$ cat src/rtl/uart_pkg.sv
// Shared UART definitions: receiver state type and bit-period helper.
// UART_RX_PARITY_EN adds the PARITY state used by uart_rx.
package uart_pkg;

    typedef enum logic [2:0] {
        StIdle,
        StStart,
        StData,
`ifdef UART_RX_PARITY_EN
        StParity,
`endif
        StStop,
        StWaitHigh
    } uart_rx_state_t;

    function automatic int unsigned ticks_per_bit(input int unsigned clock_freq,
                                                  input int unsigned baud_rate);
        return clock_freq / baud_rate;
    endfunction

endpackage

$ cat src/rtl/uart_sync2.sv
// Two-flop synchronizer for a single asynchronous input, with selectable reset value.
module uart_sync2 #(
    parameter logic RESET_VAL = 1'b1
) (
    input  logic clock,
    input  logic resetn,
    input  logic i_d,
    output logic o_q
);

    logic r_meta;
    logic r_sync;

    always_ff @(posedge clock or negedge resetn) begin
        if (!resetn) begin
            r_meta <= RESET_VAL;
            r_sync <= RESET_VAL;
        end else begin
            r_meta <= i_d;
            r_sync <= r_meta;
        end
    end

    assign o_q = r_sync;

endmodule

$ cat src/rtl/uart_rx.sv
// UART receiver: start, WIDTH data bits LSB-first, optional even parity, one stop bit.
// Define UART_RX_PARITY_EN to expect and check an even-parity bit after the data.
module uart_rx
    import uart_pkg::*;
#(
    parameter int unsigned CLOCK_FREQ = 50_000_000,
    parameter int unsigned BAUD_RATE  = 115_200,
    parameter int unsigned WIDTH      = 8
) (
    input  logic             clock,
    input  logic             resetn,
    input  logic             rx,
    output logic [WIDTH-1:0] data,
    output logic             valid,
    input  logic             ready,
    output logic             frame_error,
    output logic             overrun,
    output logic             parity_error
);

    localparam int unsigned TPB = ticks_per_bit(CLOCK_FREQ, BAUD_RATE);
    localparam int unsigned CW  = $clog2(TPB) + 1;
    localparam int unsigned BW  = $clog2(WIDTH) + 1;
    localparam logic [CW-1:0] TPB_C  = CW'(TPB);
    localparam logic [CW-1:0] HALF_C = CW'(TPB / 2);
    localparam logic [BW-1:0] LAST_C = BW'(WIDTH - 1);

    if (TPB < 4) begin : g_tpb_check
        $error("uart_rx: CLOCK_FREQ/BAUD_RATE must be at least 4");
    end

    logic w_rx;

    uart_sync2 #(
        .RESET_VAL(1'b1)
    ) u_sync (
        .clock (clock),
        .resetn(resetn),
        .i_d   (rx),
        .o_q   (w_rx)
    );

    uart_rx_state_t   r_state, w_state_next;
    logic [CW-1:0]    r_cnt, w_cnt_next;
    logic [BW-1:0]    r_idx, w_idx_next;
    logic [WIDTH-1:0] r_shift, w_shift_next;
    logic [WIDTH-1:0] r_data, w_data_next;
    logic             r_valid, w_valid_next;
    logic             r_frame_error, w_frame_error_next;
    logic             r_overrun, w_overrun_next;
    logic             r_parity_error, w_parity_error_next;
    logic             r_par_bad, w_par_bad_next;
    logic             w_expire;

    // Counter runs down to 1, so a reload of TPB gives exactly TPB cycles between samples.
    assign w_expire = (r_cnt <= CW'(1));

    always_comb begin
        w_state_next        = r_state;
        w_cnt_next          = (r_cnt != '0) ? r_cnt - 1'b1 : '0;
        w_idx_next          = r_idx;
        w_shift_next        = r_shift;
        w_data_next         = r_data;
        w_valid_next        = r_valid && !ready;
        w_frame_error_next  = 1'b0;
        w_overrun_next      = 1'b0;
        w_parity_error_next = 1'b0;
        w_par_bad_next      = r_par_bad;

        unique case (r_state)
            StIdle: begin
                if (!w_rx) begin
                    w_cnt_next     = HALF_C;
                    w_par_bad_next = 1'b0;
                    w_state_next   = StStart;
                end
            end
            StStart: begin
                if (w_expire) begin
                    if (!w_rx) begin
                        w_cnt_next   = TPB_C;
                        w_idx_next   = '0;
                        w_state_next = StData;
                    end else begin
                        w_state_next = StIdle;
                    end
                end
            end
            StData: begin
                if (w_expire) begin
                    // Shifting in from the top leaves the first received bit at index 0.
                    w_shift_next = {w_rx, r_shift[WIDTH-1:1]};
                    w_cnt_next   = TPB_C;
                    w_idx_next   = r_idx + 1'b1;
                    if (r_idx == LAST_C) begin
`ifdef UART_RX_PARITY_EN
                        w_state_next = StParity;
`else
                        w_state_next = StStop;
`endif
                    end
                end
            end
`ifdef UART_RX_PARITY_EN
            StParity: begin
                if (w_expire) begin
                    if ((^r_shift) ^ w_rx) begin
                        w_parity_error_next = 1'b1;
                        w_par_bad_next      = 1'b1;
                    end
                    w_cnt_next   = TPB_C;
                    w_state_next = StStop;
                end
            end
`endif
            StStop: begin
                if (w_expire) begin
                    if (w_rx) begin
                        w_state_next = StIdle;
                        if (!r_par_bad) begin
                            if (r_valid && !ready) begin
                                w_overrun_next = 1'b1;
                            end else begin
                                w_data_next  = r_shift;
                                w_valid_next = 1'b1;
                            end
                        end
                    end else begin
                        w_frame_error_next = 1'b1;
                        w_state_next       = StWaitHigh;
                    end
                end
            end
            StWaitHigh: begin
                if (w_rx) begin
                    w_state_next = StIdle;
                end
            end
            default: begin
                w_state_next = StIdle;
            end
        endcase
    end

    always_ff @(posedge clock or negedge resetn) begin
        if (!resetn) begin
            r_state        <= StIdle;
            r_cnt          <= '0;
            r_idx          <= '0;
            r_shift        <= '0;
            r_data         <= '0;
            r_valid        <= 1'b0;
            r_frame_error  <= 1'b0;
            r_overrun      <= 1'b0;
            r_parity_error <= 1'b0;
            r_par_bad      <= 1'b0;
        end else begin
            r_state        <= w_state_next;
            r_cnt          <= w_cnt_next;
            r_idx          <= w_idx_next;
            r_shift        <= w_shift_next;
            r_data         <= w_data_next;
            r_valid        <= w_valid_next;
            r_frame_error  <= w_frame_error_next;
            r_overrun      <= w_overrun_next;
            r_parity_error <= w_parity_error_next;
            r_par_bad      <= w_par_bad_next;
        end
    end

    assign data         = r_data;
    assign valid        = r_valid;
    assign frame_error  = r_frame_error;
    assign overrun      = r_overrun;
    assign parity_error = r_parity_error;

endmodule

$ cat config.mk
export PLATFORM = sky130hd
export DESIGN_NAME = uart_rx
export DESIGN_NICKNAME = d
export VERILOG_FILES = /design/src/rtl/uart_pkg.sv /design/src/rtl/uart_sync2.sv /design/src/rtl/uart_rx.sv
export SDC_FILE = /design/constraint.sdc
export NUM_CORES = 1
export LEC_CHECK = 0
export BUFFER_PORTS_ARGS = -buffer_cell sky130_fd_sc_hd__buf_4
export CAP_MARGIN = 20
export CORE_MARGIN = 1
export CORE_UTILIZATION = 52
export DETAILED_ROUTE_END_ITERATION = 8
export PLACE_DENSITY = 0.79
export SYNTH_ARGS = -nofsm -noshare
export SYNTH_HDL_FRONTEND = slang
export SYNTH_HIERARCHICAL = 1
export SYNTH_SLANG_ARGS = --single-unit
export TNS_END_PERCENT = 50
$ cat constraint.sdc
create_clock -name clock -period 1.8 [get_ports clock]
set_input_delay 0.09 -clock clock [delete_from_list [all_inputs] [get_ports clock]]
set_output_delay 0.09 -clock clock [all_outputs]
set_load 0.02 [all_outputs]
Yosys cells after proc, flatten, opt, wreduce, memory -nomap -nowiden
Cells that the tools add are included.

cells by class
  eq/ne operators = 12
  reduce and logical (&&, ||, !) cells = 9
  add/subtract/negate cells = 2
  order comparisons = 1
  multiplexer cells = 29
  bitwise gates (word level) = 1

operators by type and width
  cell                                                   number
  two-way mux 10 bit                                     5
  one-hot mux 10 bit (3 select lines)                    1
  two-way mux 3 bit                                      7
  one-hot mux 3 bit (5 select lines)                     1
  two-way mux 4 bit                                      3
  inequality test 2 bit, second input constant           6
  <= comparator 10 x 1 -> 1 bit, second input constant   1
  two-way mux 1 bit                                      10
  nonzero test 10 bit                                    1
  subtractor 10 x 1 -> 10 bit, second input constant     1
  one-hot mux 4 bit (2 select lines)                     1
  AND reduction 4 bit                                    2
  == test 3 x 2 -> 1 bit, second input constant          2
  AND reduction 6 bit                                    1
  adder 4 x 1 -> 4 bit, second input constant            1
  == test 4 x 3 -> 1 bit, second input constant          1
  == test 3 x 1 -> 1 bit, second input constant          1
  == test 3 bit, second input constant                   1
  logical NOT 3 bit                                      1
  two-way mux 2 bit                                      1
  inequality test 2 x 1 -> 1 bit, second input constant  1
  AND reduction 2 bit                                    1
  nonzero test 2 bit                                     1
  logical AND 1 bit                                      1
  other kinds (2)                                        2

word-level totals
  output and inout port bits = 12
  word-level logic and storage cells = 64
  input bits = 4
  bits in registers = 38

Logic depth before layout (Yosys ltp)
  depth after elaboration = 6
  mapped depth = 7
  gate-level depth less buffers = 6

Modules after synthesis
The synthesis kept the hierarchy.

by module, submodules not included
  module      times used  cells an instance  area each (µm²)
  uart_rx     1           141                1694.1
  uart_sync2  1           2                  52.6

Least setup slack after synthesis
Ideal clock, no wire load.

  kind = reg-to-reg
  start point = register r_cnt[4]
  end point = register r_data[6] (netlist: data[6])
  slack = -0.162 ns
  cell stages (with the launch flop) = 5
  clock period less this slack = 1.962 ns
  arrival time = 1.837 ns
  buffers on the path = 0
  setup time = 0.125 ns
  data required time = 1.675 ns
  path through = dfrtp_1 or4_4 nor3_4 nand4_4 mux2_4

between the ends
  longest elaborated chain between the ends = 2

ends and longest elaborated chain
  item                                  line            source
  from (decl)                           uart_rx.sv:44   logic [CW-1:0] r_cnt, w_cnt_next;
  from (signal assigned)                uart_rx.sv:159  r_cnt <= w_cnt_next;
  <= comparator 10 x 1 -> 1 bit         uart_rx.sv:56   assign w_expire = (r_cnt <= CW'(1));
  AND reduction 4 bit (no source line)  n/a
  to (signal assigned)                  uart_rx.sv:162  r_data <= w_data_next;
  to (decl)                             uart_rx.sv:47   logic [WIDTH-1:0] r_data, w_data_next;

No other way between the ends.
A chain may end at the register's enable or synchronous reset.

Final worst setup path
  start point = register r_cnt[0]
  end point = register r_shift[1]

between the ends
  longest elaborated chain between the ends = 2

ends and longest elaborated chain
  item                                  line            source
  <= comparator 10 x 1 -> 1 bit         uart_rx.sv:56
  AND reduction 2 bit (no source line)  n/a
  to (signal assigned)                  uart_rx.sv:161  r_shift <= w_shift_next;
  to (decl)                             uart_rx.sv:46   logic [WIDTH-1:0] r_shift, w_shift_next;

No other way between the ends.

==> qor.yml <==
die:
  core.rowCount: 20
  io_pins: 16
  initial_core_util_pct: 55.84
  chipWidth_um: 59.96
  core_sq_um: 3128
  die_h_um: 59.96
  die-area_sq_um: 3595
cts:
  h-tree-depth: 2
  cts_buffers: 5
  cts_root_buffer: "clkbuf_4"
  cts_tree: "yes"
  clkLatencyLatePin_ps: 340
  clock_path_buffers: 2
  clock_sinks: 38
  clk_pin_slew_ps: 120
synthesis:
  syn_inst: 143
  synthArstFlopShare_pct: 100.0
  yosysTopAreaCellShare_pct: 51.58
  synthesis.nets: 151
  yosysTopAreaCell: "dfrtp_1"
  synth_edf_count: 0
  synth_area_per_cell_sq_um: 12.21
  yosysSeqAreaShare_pct: 54.58
  synth_seq_cells: 38
  synth_area_sq_um: 1747
  synth.most_common_cell: "dfrtp_1"
  yosysUniqueCellTypes: 43
  yosys_warnings: 6
  synth_ff_type: "dfrtp_1"
  ys_top_cells_by_area: "dfrtp_1 52%, mux2_2 9.0%, dfstp_2 3.0%"
  synth_commonest_cells: "36 x dfrtp_1, 14 x mux2_2, 11 x nor2_1"
final_layout:
  area_growth_pct: 25.72
  num-nets-final: 189
  n_antenna_cell: 0
  fin_util_pct: 70.20
  final.fill_count: 221
  drive_gt1_share_pct: 40.88
worst_setup_path:
  path_max_fanout: 13
  worstPathRequired_ps: 2020
  cp_top_family: "simple AND/OR/NAND/NOR gates"
  critPathArrivalTime_ps: 2060
  slowest_delay_ps: 430
  startpoint_type: "register"
  worstPathCellList: "inv_1, ha_1, or2_2, nand4_1, buf_6, mux2_2"
  critPathKind: "register to register"
  reg2reg_from: "r_cnt[0]$_DFF_PN0_"
  path_buf_inv: 2
  crit_path_end_kind: "register"
  critPathLaunch: "r_cnt[0]$_DFF_PN0_"
  slowest_stage: "dfrtp_1"
global_route:
  grt_pass1_vias: 1236
  grt_pass1_wl_um: 5706
  antenna_found_initial: 0
  overflow: 0
  grt_max_degree: 39
  gr-usage-all-layers_pct: 22.38
timing:
  finalSetupViolCount: 8
  slew_headroom_pct: 50.14
  worstMarginPinSlew_ps: 741.1
  finalHoldViolCount: 0
  rsz0062_at_grt: "true"
  setup_ws_ps: -34.46
  skew_ps: 14.91
  fin_tns_setup_ps: -207.8
  post-route-period-util_pct: 101.9
  clock.fmax_mhz: 545.1
  fin_crit_ps: 1834
  drv_slew: 0
run_status:
  violations: "setup timing"
  status: "finished with violations"
power:
  p_leak_uw: 0.001047
  powerDensity_nw_per_um2: 679.8
  peakVddDrop_mv: 0.4750
routing:
  vias_per_cell: 5.658
  drt_wl_total_um: 3614
  firstDrtPassIters: 4
  vias: 1273
  final_antenna_net_count: 0
  drt_iter0_markers: 69
  post_drt_wl_per_cell_um: 16.06
  drc: 0
place:
  numPortBuffers: 14
  hpwl_um: 2430
  place.gp.congestion: 0.8882
run:
  cap_violations: 0
worst_hold_path:
  min_path_type: "input pin to register"
  hold_path_startpoint: "ready"
[registers in the layout (all words and copies together) (netlist names)]
signal / flops
data: 8
frame_error: 1
overrun: 1
r_cnt: 10
r_idx: 4
r_shift: 8
r_state: 3
u_sync/o_q: 1
u_sync/r_meta: 1
valid: 1
[worst reg2reg max path: stages (launching register included)]
cell and delay, ps:
dfrtp_1 430, inv_1 90, ha_1 250, or2_2 310, nand4_1 130, buf_6 180, mux2_2 350
[per-layer routing]
layer | up-vias | track usage (%) | part of all wire (%)
met5 | - | 0 | 0
met4 | 0 | 9.302 | 1.2
met3 | 8 | 6.494 | 5.2
met2 | 34 | 34.92 | 50
met1 | 637 | 29.20 | 43
li1 | 594 | - | -
[worst paths after layout]
check,cells past startpoint,slack (ps),endpoint
setup / recovery,6,-30,r_shift[1]$_DFFE_PN0P_
hold / removal,3,120,overrun$_DFF_PN0_
setup reg to reg,6,-30,r_shift[1]$_DFFE_PN0P_
hold reg to reg,0,360,u_sync/o_q$_DFF_PN1_
max in group asynchronous,2,1190,u_sync/o_q$_DFF_PN1_
min in group asynchronous,2,230,r_state[2]$_DFFE_PN0P_
[through the flow]
| step | std cells | area, sq um | setup WS [ps] | hold slack (ps) | power, uW |
|---|---|---|---|---|---|
| global placement | 215 | 2029 | 22.62 | 70.50 | 908.2 |
| floorplan | 143 | 1752 | -112.3 | -205.6 | 884.6 |
| CTS | 225 | 2151 | -9.809 | 98.77 | 1513 |
| global route | 225 | 2196 | -103.0 | 115.5 | 1544 |
| finish | 225 | 2196 | -34.46 | 118.1 | 1493 |
| detailed placement | 215 | 2029 | -32.67 | 79.54 | 909.3 |
[logic make-up (layout without fill, tap and decap cells)]
logic type	after synthesis	count (layout)	synth area share, %
and+or+nand+nor	49	49	17.55
DFF	38	38	54.58
AOI/OAI and AO/OA	19	19	7.594
muxes	18	18	11.89
xor gates and xnor gates	7	7	3.510
buffers and inverters	7	45	1.791
adders and majority gates	4	4	2.865
other	1	1	0.2147
[power by group]
group / total (uW) / switching, uW / internal, uW
logic: 36.8 / 25.1 / 11.7
registers: 859 / 1.21 / 857
clock network: 597 / 274 / 323
total: 1490 / 300 / 1190
[final cells by class]
cell class / instances / area (sq um) / share of cell area, %
clock inverter: 1 / 30.03 / 1.368
timing repair buffer: 36 / 286.5 / 13.05
tap: 44 / 55.05 / 2.507
sequential: 38 / 953.4 / 43.42
multi-input combinational: 98 / 812.0 / 36.98
inverter: 2 / 7.507 / 0.3419
clock buffer: 6 / 51.30 / 2.336
[repair_timing]
item / 4_1_cts / 5_1_grt
hold buffers: 2 / 0
pin swaps: 1 / 2
buffers inserted: 1 / 0
resized for setup: 3 / 9
setup endpoints to repair: 10 / 27
endpoints found under the hold margin: 37 / 0
[cells in the final DEF (no fill, tap or decap), drive strengths merged, types with 4 or more instances in the layout]
cell type and n:
o211ai 4, buf 34, nor3 6, nor4 5, ha 4, xnor2 4, nor2 11, mux2 16
clkbuf 6, nand2 5, dfrtp 36
(Power assumes the default switching activity.)
